<file path="src/rtl/div_hilo_unit.sv">
// div_hilo_unit: multi-cycle wrapper around an external combinational unsigned
// divider. It captures operand magnitudes, holds them for DIV_CYCLES edges,
// sign-corrects the result and commits it to HI/LO. It also owns MTHI/MTLO.
//
// state | meaning
// ------+---------------------------------------------------------------
// IDLE  | accepts start and MTHI/MTLO writes; div_a/div_b hold last values
// RUN   | divider settling window; cnt counts down, commit when cnt==0
module div_hilo_unit #(
  parameter int WIDTH      = 16,
  parameter int DIV_CYCLES = 4
) (
  input  logic             clk,
  input  logic             rst,
  input  logic             start,
  input  logic             op_signed,
  input  logic [WIDTH-1:0] op_a,
  input  logic [WIDTH-1:0] op_b,
  input  logic             hi_we,
  input  logic             lo_we,
  input  logic [WIDTH-1:0] wdata,
  output logic [WIDTH-1:0] div_a,
  output logic [WIDTH-1:0] div_b,
  input  logic [WIDTH-1:0] div_q,
  input  logic [WIDTH-1:0] div_r,
  output logic             busy,
  output logic             done,
  output logic             div_by_zero,
  output logic [WIDTH-1:0] hi,
  output logic [WIDTH-1:0] lo
);

  localparam int CW = (DIV_CYCLES > 1) ? $clog2(DIV_CYCLES) : 1;
  localparam logic [CW-1:0] CNT_INIT = CW'(DIV_CYCLES - 1);

  typedef enum logic {IDLE = 1'b0, RUN = 1'b1} state_t;

  state_t           state_q, state_d;
  logic [CW-1:0]    cnt_q, cnt_d;
  logic [WIDTH-1:0] div_a_q, div_a_d;
  logic [WIDTH-1:0] div_b_q, div_b_d;
  logic [WIDTH-1:0] hi_q, hi_d;
  logic [WIDTH-1:0] lo_q, lo_d;
  logic             q_neg_q, q_neg_d;
  logic             r_neg_q, r_neg_d;
  logic             zero_q, zero_d;
  logic             done_q, done_d;
  logic             dbz_q, dbz_d;

  // Two's complement negate, modulo 2^WIDTH (so -0x8000 stays 0x8000).
  function automatic logic [WIDTH-1:0] negate(input logic [WIDTH-1:0] v);
    return ~v + WIDTH'(1);
  endfunction

  // Next-state, capture, countdown and commit logic.
  always_comb begin
    state_d = state_q;
    cnt_d   = cnt_q;
    div_a_d = div_a_q;
    div_b_d = div_b_q;
    hi_d    = hi_q;
    lo_d    = lo_q;
    q_neg_d = q_neg_q;
    r_neg_d = r_neg_q;
    zero_d  = zero_q;
    done_d  = 1'b0;
    dbz_d   = 1'b0;
    case (state_q)
      IDLE: begin
        // MT writes land first; a same-cycle divide overwrites them at commit.
        if (hi_we) hi_d = wdata;
        if (lo_we) lo_d = wdata;
        if (start) begin
          state_d = RUN;
          div_a_d = (op_signed && op_a[WIDTH-1]) ? negate(op_a) : op_a;
          div_b_d = (op_signed && op_b[WIDTH-1]) ? negate(op_b) : op_b;
          q_neg_d = op_signed && (op_a[WIDTH-1] ^ op_b[WIDTH-1]);
          r_neg_d = op_signed && op_a[WIDTH-1];
          zero_d  = (op_b == '0);
          cnt_d   = CNT_INIT;
        end
      end
      RUN: begin
        if (cnt_q != '0) begin
          cnt_d = cnt_q - CW'(1);
        end else begin
          // A zero divisor leaves HI/LO untouched; only the flag reports it.
          if (!zero_q) begin
            lo_d = q_neg_q ? negate(div_q) : div_q;
            hi_d = r_neg_q ? negate(div_r) : div_r;
          end
          done_d  = 1'b1;
          dbz_d   = zero_q;
          state_d = IDLE;
        end
      end
      default: state_d = IDLE;
    endcase
  end

  // State register with synchronous reset.
  always_ff @(posedge clk) begin
    if (rst) begin
      state_q <= IDLE;
      cnt_q   <= '0;
      div_a_q <= '0;
      div_b_q <= '0;
      hi_q    <= '0;
      lo_q    <= '0;
      q_neg_q <= 1'b0;
      r_neg_q <= 1'b0;
      zero_q  <= 1'b0;
      done_q  <= 1'b0;
      dbz_q   <= 1'b0;
    end else begin
      state_q <= state_d;
      cnt_q   <= cnt_d;
      div_a_q <= div_a_d;
      div_b_q <= div_b_d;
      hi_q    <= hi_d;
      lo_q    <= lo_d;
      q_neg_q <= q_neg_d;
      r_neg_q <= r_neg_d;
      zero_q  <= zero_d;
      done_q  <= done_d;
      dbz_q   <= dbz_d;
    end
  end

  assign busy        = (state_q == RUN);
  assign done        = done_q;
  assign div_by_zero = dbz_q;
  assign div_a       = div_a_q;
  assign div_b       = div_b_q;
  assign hi          = hi_q;
  assign lo          = lo_q;

endmodule

</file>
<file path="config.mk">
export PLATFORM = sky130hd
export DESIGN_NAME = div_hilo_unit
export DESIGN_NICKNAME = d
export VERILOG_FILES = /design/src/rtl/div_hilo_unit.sv
export SDC_FILE = /design/constraint.sdc
export NUM_CORES = 1
export LEC_CHECK = 0
export BUFFER_PORTS_ARGS = -buffer_cell sky130_fd_sc_hd__buf_2
export CORE_UTILIZATION = 35
export DETAILED_ROUTE_END_ITERATION = 16
export GPL_ROUTABILITY_DRIVEN = 0
export HOLD_SLACK_MARGIN = 0.12
export SYNTH_ARGS = -nofsm -noshare
export SYNTH_HDL_FRONTEND = slang
export SYNTH_SLANG_ARGS = --single-unit
</file>
<file path="constraint.sdc">
create_clock -name clk -period 6.4 [get_ports clk]
set_clock_uncertainty 0.15 [all_clocks]
set_input_delay 0 -clock clk [delete_from_list [all_inputs] [get_ports clk]]
set_output_delay 0 -clock clk [all_outputs]
set_load 0.01 [all_outputs]
</file>
==> results of run 1 <==
flip-flops by register name (all words and copies together), names as in the netlist:
register / count
div_a: 16
div_b: 16
hi: 16
lo: 16
cnt_q: 2
busy: 1
div_by_zero: 1
done: 1
q_neg_q: 1
r_neg_q: 1
zero_q: 1
path summary, 6_finish.rpt:
path | endpoint | slack, ns
worst min-delay path | hi[3] | 0.14
worst max register to register | div_a[15] | 2.76
worst max-delay path | div_a[15] | 2.76
worst min register to register | div_b[0] | 0.31
power groups by stage:
stage / combinational (mW) / clock (mW) / sequential (mW)
5_1_grt: 0.397 / 0.614 / 0.520
3_3_place_gp: 0.273 / 0 / 0.523
4_1_cts: 0.355 / 0.590 / 0.515
3_5_place_dp: 0.280 / 0 / 0.524
6_report: 0.360 / 0.580 / 0.515
2_1_floorplan: 0.148 / 0 / 0.538
per-layer routing:
| metal | GRT usage, % | wire [um] |
|---|---|---|
| met5 | 0 | 0 |
| met4 | 9.81 | 450 |
| met3 | 5.81 | 961 |
| met2 | 39.3 | 6490 |
| met1 | 27.3 | 5860 |
cell type report:
class                           count  share of cell area, %
Timing Repair Buffer              274                   30.8
Clock inverter                      7                   1.87
Tap cell                          143                   2.79
Sequential cell                    72                   22.5
Inverter                           16                  0.936
Clock buffer                        9                   3.51
Multi-Input combinational cell    379                   37.6
through the flow:
stage / area, sq um / instances / util (%) / setup slack, ns
after detailed placement: 4880 / 765 / 42.9 / 3.66
final: 6410 / 900 / 56.4 / 2.76
after CTS: 6410 / 900 / 56.4 / 2.73
after global placement: 4880 / 765 / 42.9 / 3.82
after floorplan: 4070 / 498 / - / 4.34
after global routing: 6410 / 900 / 56.4 / 2.53
what timing repair did:
action	CTS	global route
buffers inserted	0	0
hold buffers	119	0
hold endpoints to repair	68	0
synth_stat cells, drive strengths merged, types with 3 or more instances:
library cell / n / area [sq um]
xnor2: 23 / 201
xor2: 26 / 228
inv: 16 / 60.1
or4: 8 / 71.3
a311oi: 4 / 35.0
nand2: 38 / 143
a21oi: 41 / 205
o221ai: 4 / 35.0
nor3: 10 / 50.1
o41ai: 5 / 81.3
clkbuf: 24 / 110
nor2: 65 / 244
ha: 5 / 62.6
or3: 9 / 56.3
o21a: 3 / 22.5
a31oi: 5 / 31.3
a211oi: 35 / 263
dfxtp: 72 / 1440
a2111oi: 3 / 26.3
nor3b: 3 / 22.5
o31ai: 14 / 105
o22ai: 3 / 18.8
nand3: 5 / 25.0
o21ai: 23 / 115
or2: 3 / 18.8
mux2i: 3 / 30.0
nor2b: 5 / 31.3
buf: 7 / 52.5
a211o: 4 / 35.0
nor4: 7 / 43.8
kinds of logic (layout without fill, tap and decap cells):
logic type / after synthesis / in the layout / share of synthesized area, %
multiplexers: 3 / 3 / 0.738
AND/OR/NAND/NOR: 165 / 165 / 19.7
adder cells (fa/ha/maj): 5 / 5 / 1.54
AO/OA/AOI/OAI: 157 / 157 / 26.6
XOR/XNOR: 49 / 49 / 10.5
buffers and inverters: 47 / 306 / 5.47
flip-flops: 72 / 72 / 35.4
critical path: cells and delay by family (launching register included):
| kind | cells | cell delay (ns) |
|---|---|---|
| AOI/OAI and AO/OA | 1 | 0.12 |
| and+or+nand+nor | 3 | 0.86 |
| buffers and inverters | 4 | 2.15 |
| DFF | 1 | 0.31 |
==> flow_summary.rst, run 1 <==
.. list-table::
   :header-rows: 1

   * - Metric
     - Value
   * - Outcome
     - finished, final reports clean
   * - Most used flip-flop cell after synthesis
     - dfxtp_1
   * - Synth Area per Inst
     - 8.18 sq um
   * - Insertion delay of the later-clocked pin in the worst-skew pair
     - 0.33 ns
   * - CTS Buf Count
     - 9
   * - Capturing element type of the critical path
     - flip-flop
   * - Flip-flop and latch count after synthesis
     - 72
   * - Reg area
     - approximately 1400 sq um
   * - Maximum number of pins on one net before global-route repair
     - just over 70
   * - Vias in the first global route
     - 4568
   * - Sequential cell area fraction in the yosys report
     - between 30 and 40%
   * - Number of nets in the final layout
     - 843
   * - Horiz. Die Dim
     - 110 um
   * - Largest buffer count on any clock path
     - 2
   * - DRC viols
     - 0
   * - Number of setup violations in the final report
     - 0
   * - Clock sink total
     - 72
   * - Launching element type of the critical path
     - flip-flop
   * - Slew at the pin closest to its max-slew limit
     - ~1.3 ns
   * - Floorplan die area
     - 12100 sq um
   * - Number of enable flip-flop cells after synthesis
     - 0
   * - Total vias in the final route
     - 4713
   * - Area of the core
     - 11400 sq um
   * - DRC marker count from the first detailed-route iteration
     - 223
   * - Beginning of the critical path
     - busy
   * - Worst Hold Path Cells
     - 5
   * - Detail-routed via count per cell
     - 5.24
   * - H-tree Lvls
     - 3
   * - Crit path largest cell delay
     - ~0.61 ns
   * - Fraction of final layout cells sized beyond drive strength 1
     - 24.2%
   * - Number of distinct standard cells referenced by the synthesized netlist
     - 56
   * - Global route overflow
     - 0
   * - Filler cell count in the final layout
     - 1040
   * - Most used cells in the layout excluding fill and tap cells
     - buf_2 (152), dlygate4sd3_1 (119), dfxtp_1 (72)
   * - Register share of total power
     - 35.4%
   * - Initial standard-cell utilization of the core
     - 35.8%
   * - Boundary Pins
     - 153
   * - Maximum frequency from static timing analysis
     - 0.274 GHz
   * - Sum of negative setup slack
     - 0 ns
   * - DRT Wirelength
     - 13800 um
   * - Count of nets left with antenna violations after detail routing
     - 0
   * - Number of endpoints with negative hold slack in the final report
     - 0
   * - Required arrival time at the worst endpoint
     - between 6 and 7 ns
   * - Combinational share of power
     - ~25%
   * - Clock network fraction of design power
     - about two fifths
   * - P_sw
     - 407 uW
   * - Most common cell after layout, fill and taps aside
     - buf_2
   * - Worst hold slack after final layout
     - 0.144 ns
   * - Num rows
     - 39
   * - Internal power
     - 1.05 mW
   * - Estimated wirelength of the detail-placed design
     - 9190 um
   * - Number of instances in the synthesized netlist
     - 498
   * - Lkg Pwr
     - 2.70 nW
   * - Switch share
     - 27.9%
   * - Number of antenna violations at the first check in global routing
     - 0
   * - Wire length of the first global-routing pass
     - 21600 um
   * - Hold Crit Class
     - input port to flip-flop
   * - Arr. time, crit path
     - 3.77 ns
   * - Critical-path cell with the highest stage delay
     - dlygate4sd3_1
   * - Max-cap violation count
     - 0
   * - Reg-to-reg startpoint
     - busy
   * - Overall power consumption
     - 1.46 mW
   * - Diodes inserted
     - 0
   * - Total area of multi-input combinational cells
     - 2410 sq um
   * - Depth of the worst register-to-register path
     - 8
   * - Pins over their slew limit
     - 0
   * - Maximum fanout count along the critical path
     - 16
   * - Count of warnings emitted by yosys
     - 0
   * - Worst max-slew margin expressed relative to the limit
     - between 10% and 20%
   * - Overall routing resource usage
     - 23.1%
   * - Fraction of registers with async set or reset after synthesis
     - 0%
   * - Mapped cell area
     - 4070 sq um
   * - WL per Instance
     - 15.3 um
   * - Number of buffers inserted by port buffering
     - 152
   * - Crit Path Class
     - flip-flop to flip-flop
   * - Clock tree from TritonCTS
     - yes
   * - Final period utilization
     - a little under three fifths
   * - Unrepaired setup endpoints after global routing
     - false
   * - Launch point of the worst hold path
     - div_r[3]
   * - Overall die height
     - 110 um
   * - Peak VDD IR
     - approximately 0.00012 V
   * - Clock input transition at the sequential cells of the worst setup and hold paths
     - 0.06 ns
   * - Cell-by-cell listing of the critical path
     - inv_1 > nand2_1 > nor4b_1 > dlygate4sd3_1 > nand3_1 > dlygate4sd3_1 > o22ai_1 > dlygate4sd3_1
   * - Number of optimization iterations in the first detailed-route pass
     - 4
   * - Area delta synth->final
     - 57.6%
   * - Power density normalized to cell area
     - 227 nW/um^2
   * - Post-layout min period
     - 3.64 ns
   * - Number of gates given a new drive strength after cts
     - 0
   * - Cell at the root of the clock tree
     - clkbuf_16
   * - Most used cell along the critical path
     - dlygate4sd3_1
   * - Post-Syn Nets
     - 589
No activity file was read; power rests on OpenSTA's default activity.
==> run 2, diff against run 1 <==
==> constraint.sdc (replaced) <==
create_clock -name clk -period 3.6 [get_ports clk]
set_clock_uncertainty 0.15 [all_clocks]
set_input_delay 0 -clock clk [delete_from_list [all_inputs] [get_ports clk]]
set_output_delay 0 -clock clk [all_outputs]
set_load 0.01 [all_outputs]
==> flow_summary.rst, run 2 (synthesis results as in run 1) <==
.. list-table::
   :header-rows: 1

   * - Metric
     - Value
   * - Outcome
     - finished, final reports clean (unchanged)
   * - Pins over their slew limit
     - 0 (unchanged)
   * - Boundary Pins
     - 153 (unchanged)
   * - Peak VDD IR
     - 0.000208 V (was 0.000122 V)
   * - Fraction of final layout cells sized beyond drive strength 1
     - 24.2% (about the same)
   * - Maximum number of pins on one net before global-route repair
     - 43 (was 72)
   * - DRC marker count from the first detailed-route iteration
     - 315 (was 223)
   * - Number of antenna violations at the first check in global routing
     - 0 (unchanged)
   * - DRC viols
     - 0 (unchanged)
   * - Area of the core
     - 11400 sq um (unchanged)
   * - Arr. time, crit path
     - 3.51 ns (was 3.77 ns)
   * - Count of nets left with antenna violations after detail routing
     - 0 (unchanged)
   * - Global route overflow
     - 0 (unchanged)
   * - Worst max-slew margin expressed relative to the limit
     - 33.0% (was 15.9%)
   * - Most used cells in the layout excluding fill and tap cells
     - buf_2 (151), dlygate4sd3_1 (138), dfxtp_1 (72) (was buf_2 (152), dlygate4sd3_1 (119), dfxtp_1 (72))
   * - Number of buffers inserted by port buffering
     - 152 (unchanged)
   * - Lkg Pwr
     - 2.79 nW (was 2.70 nW)
   * - Total vias in the final route
     - 4883 (was 4713)
   * - Area delta synth->final
     - 62.3% (was 57.6%)
   * - Vias in the first global route
     - 4821 (was 4568)
   * - Hold Crit Class
     - input port to flip-flop (unchanged)
   * - Number of setup violations in the final report
     - 0 (unchanged)
   * - Insertion delay of the later-clocked pin in the worst-skew pair
     - 0.33 ns (about the same)
   * - Max-cap violation count
     - 0 (unchanged)
   * - Clock sink total
     - 72 (unchanged)
   * - Depth of the worst register-to-register path
     - 8 (unchanged)
   * - Overall routing resource usage
     - 24.1% (was 23.1%)
   * - Final period utilization
     - 94.0%
   * - Cell at the root of the clock tree
     - clkbuf_16 (unchanged)
   * - Overall die height
     - 110 um (unchanged)
   * - Most common cell after layout, fill and taps aside
     - buf_2 (unchanged)
   * - Number of endpoints with negative hold slack in the final report
     - 0 (unchanged)
   * - Diodes inserted
     - 0 (unchanged)
   * - DRT Wirelength
     - 14500 um (was 13800 um)
   * - Horiz. Die Dim
     - 110 um (unchanged)
   * - Launching element type of the critical path
     - input port (was flip-flop)
   * - Detail-routed via count per cell
     - 5.29 (was 5.24)
   * - Number of optimization iterations in the first detailed-route pass
     - 5 (was 4)
   * - Clock input transition at the sequential cells of the worst setup and hold paths
     - 0.06 ns (about the same)
   * - Initial standard-cell utilization of the core
     - 35.8% (unchanged)
   * - Capturing element type of the critical path
     - flip-flop (unchanged)
   * - H-tree Lvls
     - 3 (unchanged)
   * - Maximum fanout count along the critical path
     - 39 (was 16)
   * - Required arrival time at the worst endpoint
     - 3.73 ns (was 6.52 ns)
   * - Overall power consumption
     - 2.52 mW (was 1.46 mW)
   * - Worst Hold Path Cells
     - 5 (unchanged)
   * - WL per Instance
     - 15.7 um (was 15.3 um)
   * - Num rows
     - 39 (unchanged)
   * - Estimated wirelength of the detail-placed design
     - 9370 um (was 9190 um)
   * - Unrepaired setup endpoints after global routing
     - false (unchanged)
   * - Post-layout min period
     - 3.39 ns
   * - Crit Path Class
     - input port to flip-flop (was flip-flop to flip-flop)
   * - CTS Buf Count
     - 9 (unchanged)
   * - Floorplan die area
     - 12100 sq um (unchanged)
   * - Power density normalized to cell area
     - 381 nW/um^2 (was 227 nW/um^2)
   * - Largest buffer count on any clock path
     - 2 (unchanged)
   * - Maximum frequency from static timing analysis
     - 0.295 GHz
   * - Number of nets in the final layout
     - 866 (was 843)
   * - Wire length of the first global-routing pass
     - 22700 um (was 21600 um)
   * - Sum of negative setup slack
     - 0 ns (unchanged)
   * - Slew at the pin closest to its max-slew limit
     - 0.996 ns (was 1.26 ns)
   * - Clock tree from TritonCTS
     - yes (unchanged)
## run 2: cell count changes in the layout (fill, tap and decap cells not counted)
cell	before	now
clkinv_4	2	0
dlygate4sd3_1	119	138
clkinvlp_4	1	2
nor4b_1	1	0
nor4b_2	0	1
nand2_1	38	37
clkbuf_4	0	1
clkinv_2	1	2
buf_4	3	7
bufinv_16	3	1
buf_2	152	151
clkbuf_8	0	2
nand2_2	0	1
## run 2: area by class of cell
cell class	count	area (sq um)
fill	1030	4760
tap	143	179
timing repair buffer	297	2200
clock inverter	5	55.1
sequential	72	1440
inverter	16	60.1
clock buffer	11	253
multi-input combinational	379	2420
## run 2: final timing paths
path | start | slack (ns) | to
max | rst | 0.21 | div_a[15]
min | div_r[3] | 0.14 | hi[3]
max reg2reg | busy | 0.28 | div_a[15]
min reg2reg | lo[8] | 0.30 | lo[8]
## run 2: critical path, stage by stage
cell and delay, ns:
dlygate4sd3_1 0.53, clkbuf_4 0.30, buf_4 0.36, nor4b_2 0.33, dlygate4sd3_1 0.61, nand3_1 0.07, dlygate4sd3_1 0.60, o22ai_1 0.13
dlygate4sd3_1 0.56
## run 2: metrics by stage
step	hold slack (ns)	worst slack, ns	instance area (sq um)	utilization [%]	instances
final	0.144	0.214	6610	58.1	923
after global routing	0.197	0.000816	6610	58.1	923
after CTS	0.121	0.178	6590	57.9	922
after detailed placement	0.140	1.24	4910	43.2	769
after global placement	0.138	1.29	4910	43.2	769
after floorplan	-0.0140	1.54	4070	-	498
## run 2: report_power, final
group / switching [mW] / leakage (nW) / internal, mW
Clock: 0.348 / 0.148 / 0.572
Combinational: 0.332 / 2.05 / 0.345
Sequential: 0.0486 / 0.595 / 0.871
## run 2: what timing repair did
item / in CTS / in global routing
endpoints found under the setup margin: 0 / 2
endpoints found under the hold margin: 68 / 4
gates resized for setup: 0 / 3
hold buffers: 137 / 1
setup buffers: 0 / 0
## run 2: metal layers
layer  global-route usage [%]  vias up  share of wire, %
met5                        0        -                 0
met4                     9.43        0               2.4
met3                     4.27       32               5.9
met2                     43.5      188                49
met1                     27.9     2288                42
li1                         -     2375                 -
==> run 3, diff against run 2 <==
--- a/config.mk
+++ b/config.mk
@@ -5,7 +5,7 @@
 export SDC_FILE = /design/constraint.sdc
 export NUM_CORES = 1
 export LEC_CHECK = 0
-export BUFFER_PORTS_ARGS = -buffer_cell sky130_fd_sc_hd__buf_2
+export BUFFER_PORTS_ARGS = -buffer_cell sky130_fd_sc_hd__clkbuf_2
 export CORE_UTILIZATION = 35
 export DETAILED_ROUTE_END_ITERATION = 16
 export GPL_ROUTABILITY_DRIVEN = 0
==> constraint.sdc (replaced) <==
create_clock -name clk -period 3.37 [get_ports clk]
set_clock_uncertainty 0.15 [all_clocks]
set_input_delay 0 -clock clk [delete_from_list [all_inputs] [get_ports clk]]
set_output_delay 0 -clock clk [all_outputs]
set_load 0.01 [all_outputs]
==> flow_summary.rst, run 3 (synthesis results as in run 1) <==
.. list-table::
   :header-rows: 1

   * - Metric
     - Value
   * - P_sw
     - 784 uW (was 728 uW)
   * - Cell-by-cell listing of the critical path
     - dlygate4sd3_1 > clkbuf_2 > or3_4 > or4b_4 > buf_4 > o41ai_4 > xor2_1 > dlygate4sd3_1 > a21oi_1 > dlygate4sd3_1 (was dlygate4sd3_1 > clkbuf_4 > buf_4 > nor4b_2 > dlygate4sd3_1 > nand3_1 > dlygate4sd3_1 > o22ai_1 > dlygate4sd3_1)
   * - Destination of the critical timing path
     - lo[14] (was div_a[15])
   * - Launching element type of the critical path
     - input port (unchanged)
   * - Count of nets left with antenna violations after detail routing
     - 0 (unchanged)
   * - Largest buffer count on any clock path
     - 2 (unchanged)
   * - Overall die height
     - 110 um (unchanged)
   * - Internal power
     - 1.89 mW (was 1.79 mW)
   * - Clock network fraction of design power
     - 37.2% (was 36.6%)
   * - Final period utilization
     - between 90% and 100%
   * - Power density normalized to cell area
     - 411 nW/um^2 (was 381 nW/um^2)
   * - Most used cell along the critical path
     - dlygate4sd3_1 (unchanged)
   * - Clock input transition at the sequential cells of the worst setup and hold paths
     - 0.06 ns (about the same)
   * - Peak VDD IR
     - 0.000327 V (was 0.000208 V)
   * - Worst hold slack after final layout
     - 0.113 ns (was 0.144 ns)
   * - Global route overflow
     - 0 (unchanged)
   * - Cell family with most CP delay
     - buffers and inverters (unchanged)
   * - Max-cap violation count
     - 0 (unchanged)
   * - Crit path largest cell delay
     - 0.57 ns (was 0.61 ns)
   * - Detail-routed via count per cell
     - 5.27 (was 5.29)
   * - Depth of the worst register-to-register path
     - 9 (was 8)
   * - Beginning of the critical path
     - div_q[2] (was rst)
   * - WL per Instance
     - 15.6 um (was 15.7 um)
   * - Lkg Pwr
     - 2.72 nW (was 2.79 nW)
   * - Post-layout min period
     - 3.31 ns
   * - Vias in the first global route
     - 4703 (was 4821)
   * - Slew at the pin closest to its max-slew limit
     - 0.918 ns (was 0.996 ns)
   * - Number of setup violations in the final report
     - 0 (unchanged)
   * - Smallest setup slack after layout
     - 0.0586 ns (was 0.214 ns)
   * - Maximum number of pins on one net before global-route repair
     - 58 (was 43)
   * - Overall power consumption
     - 2.67 mW (was 2.52 mW)
   * - Number of endpoints with negative hold slack in the final report
     - 0 (unchanged)
   * - Diodes inserted
     - 0 (unchanged)
   * - Critical-path cell with the highest stage delay
     - dlygate4sd3_1 (unchanged)
   * - Most common cell after layout, fill and taps aside
     - clkbuf_2 (was buf_2)
   * - Number of buffers inserted by port buffering
     - 152 (unchanged)
   * - Worst r2r dst
     - hi[6] (was div_a[15])
   * - Clock tree from TritonCTS
     - yes (unchanged)
   * - DRT Wirelength
     - 14100 um (was 14500 um)
   * - Combinational share of power
     - 26.0% (was 26.9%)
   * - Summed area of non-filler cells in the final layout
     - 6500 sq um (was 6610 sq um)
   * - Worst max-slew margin expressed relative to the limit
     - 38.2% (was 33.0%)
   * - Wire length of the first global-routing pass
     - 21900 um (was 22700 um)
   * - Maximum frequency from static timing analysis
     - just over 0.3 GHz
   * - Horiz. Die Dim
     - 110 um (unchanged)
   * - Number of antenna violations at the first check in global routing
     - 0 (unchanged)
   * - Area of the core
     - 11400 sq um (unchanged)
   * - Crit Path Class
     - input port to flip-flop (unchanged)
   * - Pins over their slew limit
     - 0 (unchanged)
   * - Critical path depth in cells
     - 10 (was 9)
   * - CTS Buf Count
     - 9 (unchanged)
   * - DRC marker count from the first detailed-route iteration
     - 198 (was 315)
   * - Placed instance area
     - 4910 sq um (unchanged)
   * - Capturing element type of the critical path
     - flip-flop (unchanged)
   * - H-tree Lvls
     - 3 (unchanged)
   * - Reg-to-reg startpoint
     - busy (unchanged)
   * - Worst Path Buf+Inv
     - 5 (was 6)
   * - Number of nets in the final layout
     - 851 (was 866)
   * - Arr. time, crit path
     - 3.39 ns (was 3.51 ns)
   * - Num rows
     - 39 (unchanged)
   * - Register share of total power
     - 36.8% (was 36.6%)
   * - Number of optimization iterations in the first detailed-route pass
     - 4 (was 5)
   * - Cell at the root of the clock tree
     - clkbuf_16 (unchanged)
   * - Outcome
     - finished, final reports clean (unchanged)
   * - Overall routing resource usage
     - 23.6% (was 24.1%)
   * - Post-layout utilization of the core
     - 57.2% (was 58.1%)
   * - Worst Hold Path Cells
     - 5 (unchanged)
   * - Maximum fanout count along the critical path
     - 7 (was 39)
   * - Total vias in the final route
     - 4782 (was 4883)
   * - Worst slack after detailed placement
     - 1.22 ns (was 1.24 ns)
   * - Setup slack on the worst flop-to-flop path
     - 0.28 ns (about the same)
   * - Initial standard-cell utilization of the core
     - 35.8% (unchanged)
   * - Switch share
     - 29.4% (was 28.9%)
   * - Hold Crit Class
     - input port to flip-flop (unchanged)
   * - Most used cells in the layout excluding fill and tap cells
     - clkbuf_2 (152), dlygate4sd3_1 (122), dfxtp_1 (71) (was buf_2 (151), dlygate4sd3_1 (138), dfxtp_1 (72))
   * - Boundary Pins
     - 153 (unchanged)
   * - Insertion delay of the later-clocked pin in the worst-skew pair
     - 0.34 ns (was 0.33 ns)
   * - Floorplan die area
     - 12100 sq um (unchanged)
   * - Estimated wirelength of the detail-placed design
     - 9070 um (was 9370 um)
   * - DRC viols
     - 0 (unchanged)
   * - Area delta synth->final
     - 59.7% (was 62.3%)
   * - Fraction of final layout cells sized beyond drive strength 1
     - 25.8% (was 24.2%)
   * - Required arrival time at the worst endpoint
     - 3.45 ns (was 3.73 ns)
   * - Clock sink total
     - 72 (unchanged)
==> run 3: cell count changes in the layout (fill, tap and decap cells not counted), sizes merged <==
| cell | change |
|---|---|
| clkbuf | +151 |
| dlygate4sd3 | -16 |
| buf | -150 |
==> run 3: cell type report <==
class / count / area (sq um)
clock buffer: 11 / 253
clock inverter: 5 / 55.1
fill: 1024 / 4870
inverter: 16 / 60.1
multi-input combinational: 379 / 2470
sequential: 72 / 1440
tap: 143 / 179
timing repair buffer: 282 / 2040
==> run 3: through the flow <==
stage,cells,setup TNS (ns)
after floorplan,498,0
after global routing,908,-0.0963
after CTS,908,0
after global placement,769,0
after detailed placement,769,0
final,908,0
==> run 3: worst min path at each step <==
stage	from	endpoint	slack, ns
after CTS	wdata[2]	hi[2]	0.12
after global routing	rst	hi[1]	0.18
after detailed placement	op_b[0]	div_b[0]	0.13
after global placement	op_b[0]	div_b[0]	0.13
final	wdata[2]	hi[2]	0.11
after floorplan	op_a[0]	div_a[0]	-0.01
==> run 3: worst reg2reg max path, stage by stage, from the launching register on <==
cell           delay [ns]
dfxtp_1              0.63
and3b_1              0.23
buf_4                0.22
a21oi_1              0.07
buf_4                0.20
a21oi_1              0.16
o21ai_1              0.09
dlygate4sd3_1        0.58
a21oi_1              0.14
dlygate4sd3_1        0.57
==> run 3: metal layers <==
metal	vias to the layer above	GRT usage, %	routed length (um)
li1	2347	-	-
met1	2236	27.0	5880
met2	174	41.5	6980
met3	25	5.69	932
met4	0	10.1	352
met5	-	0	0
==> run 3: power groups by stage <==
stage / Sequential, mW / Clock (mW) / Combinational, mW
after detailed placement: 1.00 / 0 / 0.531
after CTS: 0.983 / 1.01 / 0.679
after global placement: 0.998 / 0 / 0.523
after global routing: 0.994 / 1.04 / 0.769
final: 0.984 / 0.993 / 0.695
after floorplan: 1.02 / 0 / 0.281
==> run 3: what timing repair did <==
| action | CTS | global route |
|---|---|---|
| endpoints found under the setup margin | 0 | 5 |
| resized for setup | 0 | 12 |
| endpoints found under the hold margin | 68 | 0 |
| hold buffers | 123 | 0 |
| setup buffers | 0 | 1 |
